File: config.mk
export PLATFORM = sky130hd
export DESIGN_NAME = timer_wb_arbiter
export DESIGN_NICKNAME = d
export VERILOG_FILES = /design/src/rtl/timer_wb_arbiter.sv
export SDC_FILE = /design/constraint.sdc
export NUM_CORES = 1
export LEC_CHECK = 0
export ABC_AREA = 1
export BUFFER_PORTS_ARGS = -buffer_cell sky130_fd_sc_hd__buf_4
export CORE_AREA = 2 2 68 70
export DETAILED_ROUTE_END_ITERATION = 10
export DIE_AREA = 0 0 70 72
export PLACE_DENSITY_LB_ADDON = 0.2
export SYNTH_ARGS = -nofsm -noshare
export SYNTH_HDL_FRONTEND = slang
export SYNTH_SLANG_ARGS = --single-unit
File: constraint.sdc
create_clock -name clk -period 1.6 [get_ports clk]
set_clock_uncertainty 0.2 [all_clocks]
set_input_delay 0.08 -clock clk [delete_from_list [all_inputs] [get_ports clk]]
set_output_delay 0.08 -clock clk [all_outputs]
set_load 0.005 [all_outputs]
File: src/rtl/timer_wb_arbiter.sv
// Round-robin Wishbone arbiter sharing one timer slave among N_MST masters; request->slave cyc 1 cycle.
// Return path (ack/rdt/err) is combinational in BUSY; losers simply hold cyc until granted.
module timer_wb_arbiter #(
  parameter int N_MST   = 2,
  parameter int ADDR_W  = 1,
  parameter int TIMEOUT = 16
) (
  input  logic                       clk,
  input  logic                       rst,
  input  logic [N_MST-1:0]           i_m_cyc,
  input  logic [N_MST-1:0]           i_m_we,
  input  logic [N_MST*ADDR_W-1:0]    i_m_adr,
  input  logic [N_MST*32-1:0]        i_m_dat,
  output logic [31:0]                o_m_rdt,
  output logic [N_MST-1:0]           o_m_ack,
  output logic [N_MST-1:0]           o_m_err,
  output logic                       o_s_cyc,
  output logic                       o_s_we,
  output logic [ADDR_W-1:0]          o_s_adr,
  output logic [31:0]                o_s_dat,
  input  logic [31:0]                i_s_rdt,
  input  logic                       i_s_ack,
  output logic                       o_busy,
  output logic [$clog2(N_MST)-1:0]   o_owner
);

  localparam int OWN_W = $clog2(N_MST);
  localparam int TMO_W = $clog2(TIMEOUT);
  localparam logic [OWN_W-1:0] LAST_IDX = OWN_W'(N_MST - 1);
  localparam logic [TMO_W-1:0] TMO_LAST = TMO_W'(TIMEOUT - 1);

  typedef enum logic {IDLE, BUSY} state_t;

  state_t            state_q, state_d;
  logic [OWN_W-1:0]  owner_q, owner_d;
  logic [OWN_W-1:0]  last_q, last_d;
  logic [TMO_W-1:0]  tmo_cnt_q, tmo_cnt_d;

  logic [OWN_W-1:0]  pick;
  logic              pick_vld;
  logic [OWN_W-1:0]  cand;

  logic [N_MST-1:0]  own_sel;
  logic              own_cyc;
  logic              own_we;
  logic [ADDR_W-1:0] own_adr;
  logic [31:0]       own_dat;

  // Rotating scan starting just after the last owner, wrapping at N_MST-1.
  always_comb begin : arb
    pick     = '0;
    pick_vld = 1'b0;
    cand     = last_q;
    for (int i = 0; i < N_MST; i++) begin
      cand = (cand == LAST_IDX) ? '0 : cand + 1'b1;
      if (!pick_vld && i_m_cyc[cand]) begin
        pick     = cand;
        pick_vld = 1'b1;
      end
    end
  end

  always_comb begin : own_mux
    own_sel = '0;
    own_cyc = 1'b0;
    own_we  = 1'b0;
    own_adr = '0;
    own_dat = '0;
    for (int k = 0; k < N_MST; k++) begin
      if (owner_q == OWN_W'(k)) begin
        own_sel[k] = 1'b1;
        own_cyc    = i_m_cyc[k];
        own_we     = i_m_we[k];
        own_adr    = i_m_adr[k*ADDR_W +: ADDR_W];
        own_dat    = i_m_dat[k*32 +: 32];
      end
    end
  end

  always_comb begin : fsm
    state_d   = state_q;
    owner_d   = owner_q;
    last_d    = last_q;
    tmo_cnt_d = tmo_cnt_q;
    o_s_cyc   = 1'b0;
    o_s_we    = 1'b0;
    o_s_adr   = '0;
    o_s_dat   = '0;
    o_m_rdt   = '0;
    o_m_ack   = '0;
    o_m_err   = '0;
    case (state_q)
      IDLE: begin
        if (pick_vld) begin
          owner_d   = pick;
          tmo_cnt_d = '0;
          state_d   = BUSY;
        end
      end
      BUSY: begin
        o_s_cyc = own_cyc;
        o_s_we  = own_we;
        o_s_adr = own_adr;
        o_s_dat = own_dat;
        o_m_rdt = i_s_rdt;
        o_m_ack = own_sel & {N_MST{i_s_ack}};
        // Ack beats abort beats timeout; every exit returns to IDLE for a mandatory gap.
        if (i_s_ack || !own_cyc) begin
          state_d = IDLE;
          last_d  = owner_q;
        end else if (tmo_cnt_q == TMO_LAST) begin
          o_m_err = own_sel;
          state_d = IDLE;
          last_d  = owner_q;
        end else begin
          tmo_cnt_d = tmo_cnt_q + 1'b1;
        end
      end
      default: state_d = IDLE;
    endcase
  end

  assign o_busy  = (state_q == BUSY);
  assign o_owner = owner_q;

  always_ff @(posedge clk or posedge rst) begin
    if (rst) begin
      state_q   <= IDLE;
      owner_q   <= '0;
      last_q    <= LAST_IDX;
      tmo_cnt_q <= '0;
    end else begin
      state_q   <= state_d;
      owner_q   <= owner_d;
      last_q    <= last_d;
      tmo_cnt_q <= tmo_cnt_d;
    end
  end

endmodule

# Word level (Yosys, flattened, before mapping)
# Index checks and enable logic that the tools add are counted.
[word_totals]
ff_bits = 7
in_bits = 105
output_inout_bits = 73
elab_cells = 58
[op_classes]
add_sub_neg = 3
order_cmp = 2
n_eq_ne = 4
muxes = 35
bitwise_logic = 2
reduce_logical = 8
[ops]
columns = ["op", "count"]
rows = [
  ["$mux 32", 3],
  ["$mux 1", 23],
  ["$mux 4", 3],
  ["$mux 2", 4],
  ["$pmux 4 s2", 1],
  ["$ne 2x2->1 const B", 3],
  ["$add 4x1->4 const B", 1],
  ["$eq 4x4->1 const B", 1],
  ["$lt 1x2->1 const B", 2],
  ["$reduce_and 2->1", 2],
  ["$reduce_and 3->1", 1],
  ["$add 1x1->1 const B", 2],
  ["$and 2x2->2", 1],
  ["$logic_not 1->1", 2],
  ["$pmux 1 s2", 1],
  ["$reduce_bool 2->1", 1],
  ["$logic_and 1x1->1", 1],
  ["$logic_or 1x1->1", 1],
  ["$not 1->1", 1],
]

# Depth between registers and ports, before layout
[depth]
ltp_word = 10
mapped_depth = 7
mapped_depth_nobuf = 7

# Worst setup path after synthesis
# OpenSTA, ideal clock, no wires.
[synth_path]
path_type = "register to register"
startpoint = "reg tmo_cnt_q[0]"
endpoint = "reg tmo_cnt_q[0]"
setup_time_ns = 0.118
t_arrival_ns = 1.021
required_ns = 1.282
setup_slack_ns = 0.261
path_stages_with_launch = 8
path_buffers = 0
period_less_slack_ns = 1.339
path_cell_list = "dfrtp_1 > ha_1 > nand3_1 > nand2_1 > nand2_2 > nand2_4 > nand2_1 > nand2_1"
[synth_between]
elab_chain_len = 4
elab_cells_between_ends = 7
classes_between = "add/sub: 1; eq/ne: 2; mux: 3; reduce/logical: 1"
[synth_rtl]
columns = ["item", "line_no", "rtl"]
rows = [
  ["start: declaration", "37", "logic [TMO_W-1:0] tmo_cnt_q, tmo_cnt_d;"],
  ["start signal: assignment", "136", "tmo_cnt_q <= tmo_cnt_d;"],
  ["$add 4x1->4", "116", "tmo_cnt_d = tmo_cnt_q + 1'b1;"],
  ["$mux 4", "111", "end else if (tmo_cnt_q == TMO_LAST) begin"],
  ["$mux 4", "108", "if (i_s_ack || !own_cyc) begin"],
  ["$pmux 4 s2", "92", "case (state_q)"],
]
# Several ways; a longest one is shown, not always the timed one. The select of a mux whose other input is x is not followed.
# A chain may end at the register's enable or synchronous reset.

# Worst setup path in the final report
[layout_path]
startpoint = "reg owner_q, in the netlist o_owner"
endpoint = "out o_s_dat[6]"
[layout_between]
elab_chain_len = 2
[layout_rtl]
columns = ["item", "line_no", "rtl"]
rows = [
  ["start: declaration", "35", "logic [OWN_W-1:0] owner_q, owner_d;"],
  ["start signal: assignment", "134", "owner_q <= owner_d;"],
  ["$mux 32", "70", "if (owner_q == OWN_W'(k)) begin"],
  ["$mux 32", "92", ""],
  ["end: declaration", "20", "output logic [31:0] o_s_dat,"],
]
# No other way between the ends.

==> out/results.tsv <==
metric	value	unit
H-tree levels	1	
CTS tree	yes	
Filler cells	378	
Ys Warns	0	
Critical R2R Capture	tmo_cnt_q[0]$_DFFE_PP0P_	
mapped cell area	1330	um2
max-slew violation count	0	
core area	4260	um2
Synth cell types	21	
number of DRC markers in iteration 0	72	
syn nets	352	
Routed Antenna Nets	0	
CP Data Required Time	1.32	ns
min Tclk post-route	1.56	ns
Worst setup EP type	output port	
worst-margin pin slew	0.276	ns
Max VDD drop	861	uV
Worst-path clk slew	0.04	ns
Die Span Y	72	um
Reg area	178	um2
maximum buffer depth of the clock tree	2	
Main synth FF type	dfrtp_1	
routed wire length	5.43	mm
Leak	1.79	nW
Avg Synthesized Cell Area	5.41	um2
drt drc	0	
Hold Path Class	input port to flop	
CP endpoint	o_s_dat[6]	
final hold vios	0	
Post-synth EDFFs	0	
Worst EP arrival	1.28	ns
crit path max fanout	12	
Synth-to-Final Area Change	116	%
period utilization	97.5	%
Seq cells post-synth	7	
cts bufs inserted	3	
vias in the first global route	1948	
overall routing resource usage	19.4	%
Starting Density	31.2	%
Worst Hold Launch	i_s_ack	
die width	70	um
routability cong.	0.869	
diodes inserted	0	
CP max stage delay	0.45	ns
most frequent cells in the layout	185 x buf_4, 119 x nand2_1, 37 x inv_1	
FF-to-FF path depth	7	
clk root buf	clkbuf_8	
Setup crit start kind	flop	
outcome	completed	
WL/cell	11.3	um
first-pass GRT wire length	8.33	mm
vias post-DR	2133	
r2r setup slk	0.21	ns
Synth async-reset ratio	100	%
Cell Pwr Density	1340	nW/um2
die area	5040	um2
grt ovf	0	
RR Startpoint	tmo_cnt_q[1]$_DFFE_PP0P_	
kind of critical path	flop to output port	
share of cells above drive strength 1	54.0	%
critical path cell sequence	clkinv_4, buf_12, nand2_2, a21oi_2, buf_4	
Multi-input gate area	896	um2
number of buffers added on ports	177	
# clock sinks	7	
RSZ-0062 raised after global routing	yes	
# IOs	178	
Achievable Freq	641	MHz
clock latency on the worst-skew pair	0.23	ns
Syn Inst Count	246	
Detailed Place HPWL	4.28	mm
Seq/Total Area, Yosys	13.3	%
commonest non-fill, non-tap cell in the layout	buf_4	
vias per cell	4.44	
fin nets	535	
crit path launch	o_owner$_DFFE_PP0P_	
Finish-stage setup viols	0	
Placement Rows	24	
Max Cap Viol	0	
DRT Pass-1 Iters	4	
largest net degree at the start of global routing	36	
Max-Slew Margin vs Limit	81.6	%
final core occ	67.3	%
Setup TNS	0	ns
Worst path slowest cell	dfrtp_2	
antenna violations before repair	0	
-- worst max-delay path, delay by kind of cell (launching register included) --
family                 cells  cell delay, ns
DFF                        1            0.45
buffers and inverters      3            0.37
AOI/OAI and AO/OA          1            0.17
and+or+nand+nor            1            0.05
-- through the flow --
stage               setup WS [ns]  cell area (um2)  instances  power, mW  hold WS [ns]
floorplan                   0.261             1330        246       2.03        -0.317
global route              -0.0121             2870        480       4.20         0.136
CTS                       0.00203             2790        478       3.71        0.0768
global placement            0.206             2680        467       3.34        -0.169
finish                     0.0401             2870        480       3.84        0.0784
detailed placement          0.180             2680        467       3.38        -0.166
-- sequential cells by signal, indices dropped and copies added (netlist names) --
signal     count
tmo_cnt_q      4
last_q         1
o_busy         1
o_owner        1
-- how the worst min path moves through the flow --
stage | end | slack (ns) | cells past startpoint
3_5_place_dp | tmo_cnt_q[1]$_DFFE_PP0P_ | -0.17 | 2
2_1_floorplan | o_busy$_DFF_PP0_ | -0.32 | 1
5_1_grt | last_q$_DFFE_PP1P_ | 0.14 | 6
3_3_place_gp | tmo_cnt_q[1]$_DFFE_PP0P_ | -0.17 | 2
6_report | last_q$_DFFE_PP1P_ | 0.08 | 6
4_1_cts | last_q$_DFFE_PP1P_ | 0.08 | 6
-- power by group --
group | switching, mW | total (mW) | internal, mW
combinational | 1.58 | 3.24 | 1.66
sequential | 0.0811 | 0.336 | 0.255
clock | 0.0875 | 0.261 | 0.173
-- cell families (layout without fill, tap and decap cells) --
kind of cell	after synthesis	in the layout	share of synthesized area (%)
AND/OR/NAND/NOR	145	145	44.4
adder cells (fa/ha/maj)	1	1	0.941
XOR/XNOR	1	1	0.659
buffers and inverters	57	239	21.6
AO/OA/AOI/OAI	35	35	19.1
flip-flops	7	7	13.3
-- Yosys cell counts (3+ instances only) --
library cell / n / area share [%]
inv_1: 38 / 11
nor2_1: 8 / 2.3
buf_4: 4 / 2.3
a21oi_2: 20 / 13
nand2_1: 121 / 34
a21oi_1: 14 / 5.3
dfrtp_1: 6 / 11
buf_6: 7 / 5.9
inv_2: 3 / 0.85
nand3_1: 7 / 2.6
buf_2: 5 / 1.9
-- area by class of cell --
class | instances | share of cell area, %
flip-flops and latches | 7 | 6.20
repair buffers | 194 | 53.2
inverters | 41 | 5.54
multi-input cells | 182 | 31.2
well taps | 52 | 2.27
clock buffers | 4 | 1.57
-- layer usage --
layer	share of wire, %	global-route usage [%]	vias up	wire length [um]
met5	0	0	-	0
met4	0.85	4.27	0	46
met3	8.6	2.36	7	466
met2	53	38.2	103	2860
met1	38	22.5	927	2060
li1	-	-	1096	-
-- repair_timing --
action                                  CTS  global route
gates cloned                              0             1
hold buffers                              4             0
endpoints found under the hold margin     8             0
endpoints found under the setup margin    3            27
pin swaps                                 2             2
resized for setup                         2            13
buffers inserted                          3             2
Power figures use the tool's default switching activity.
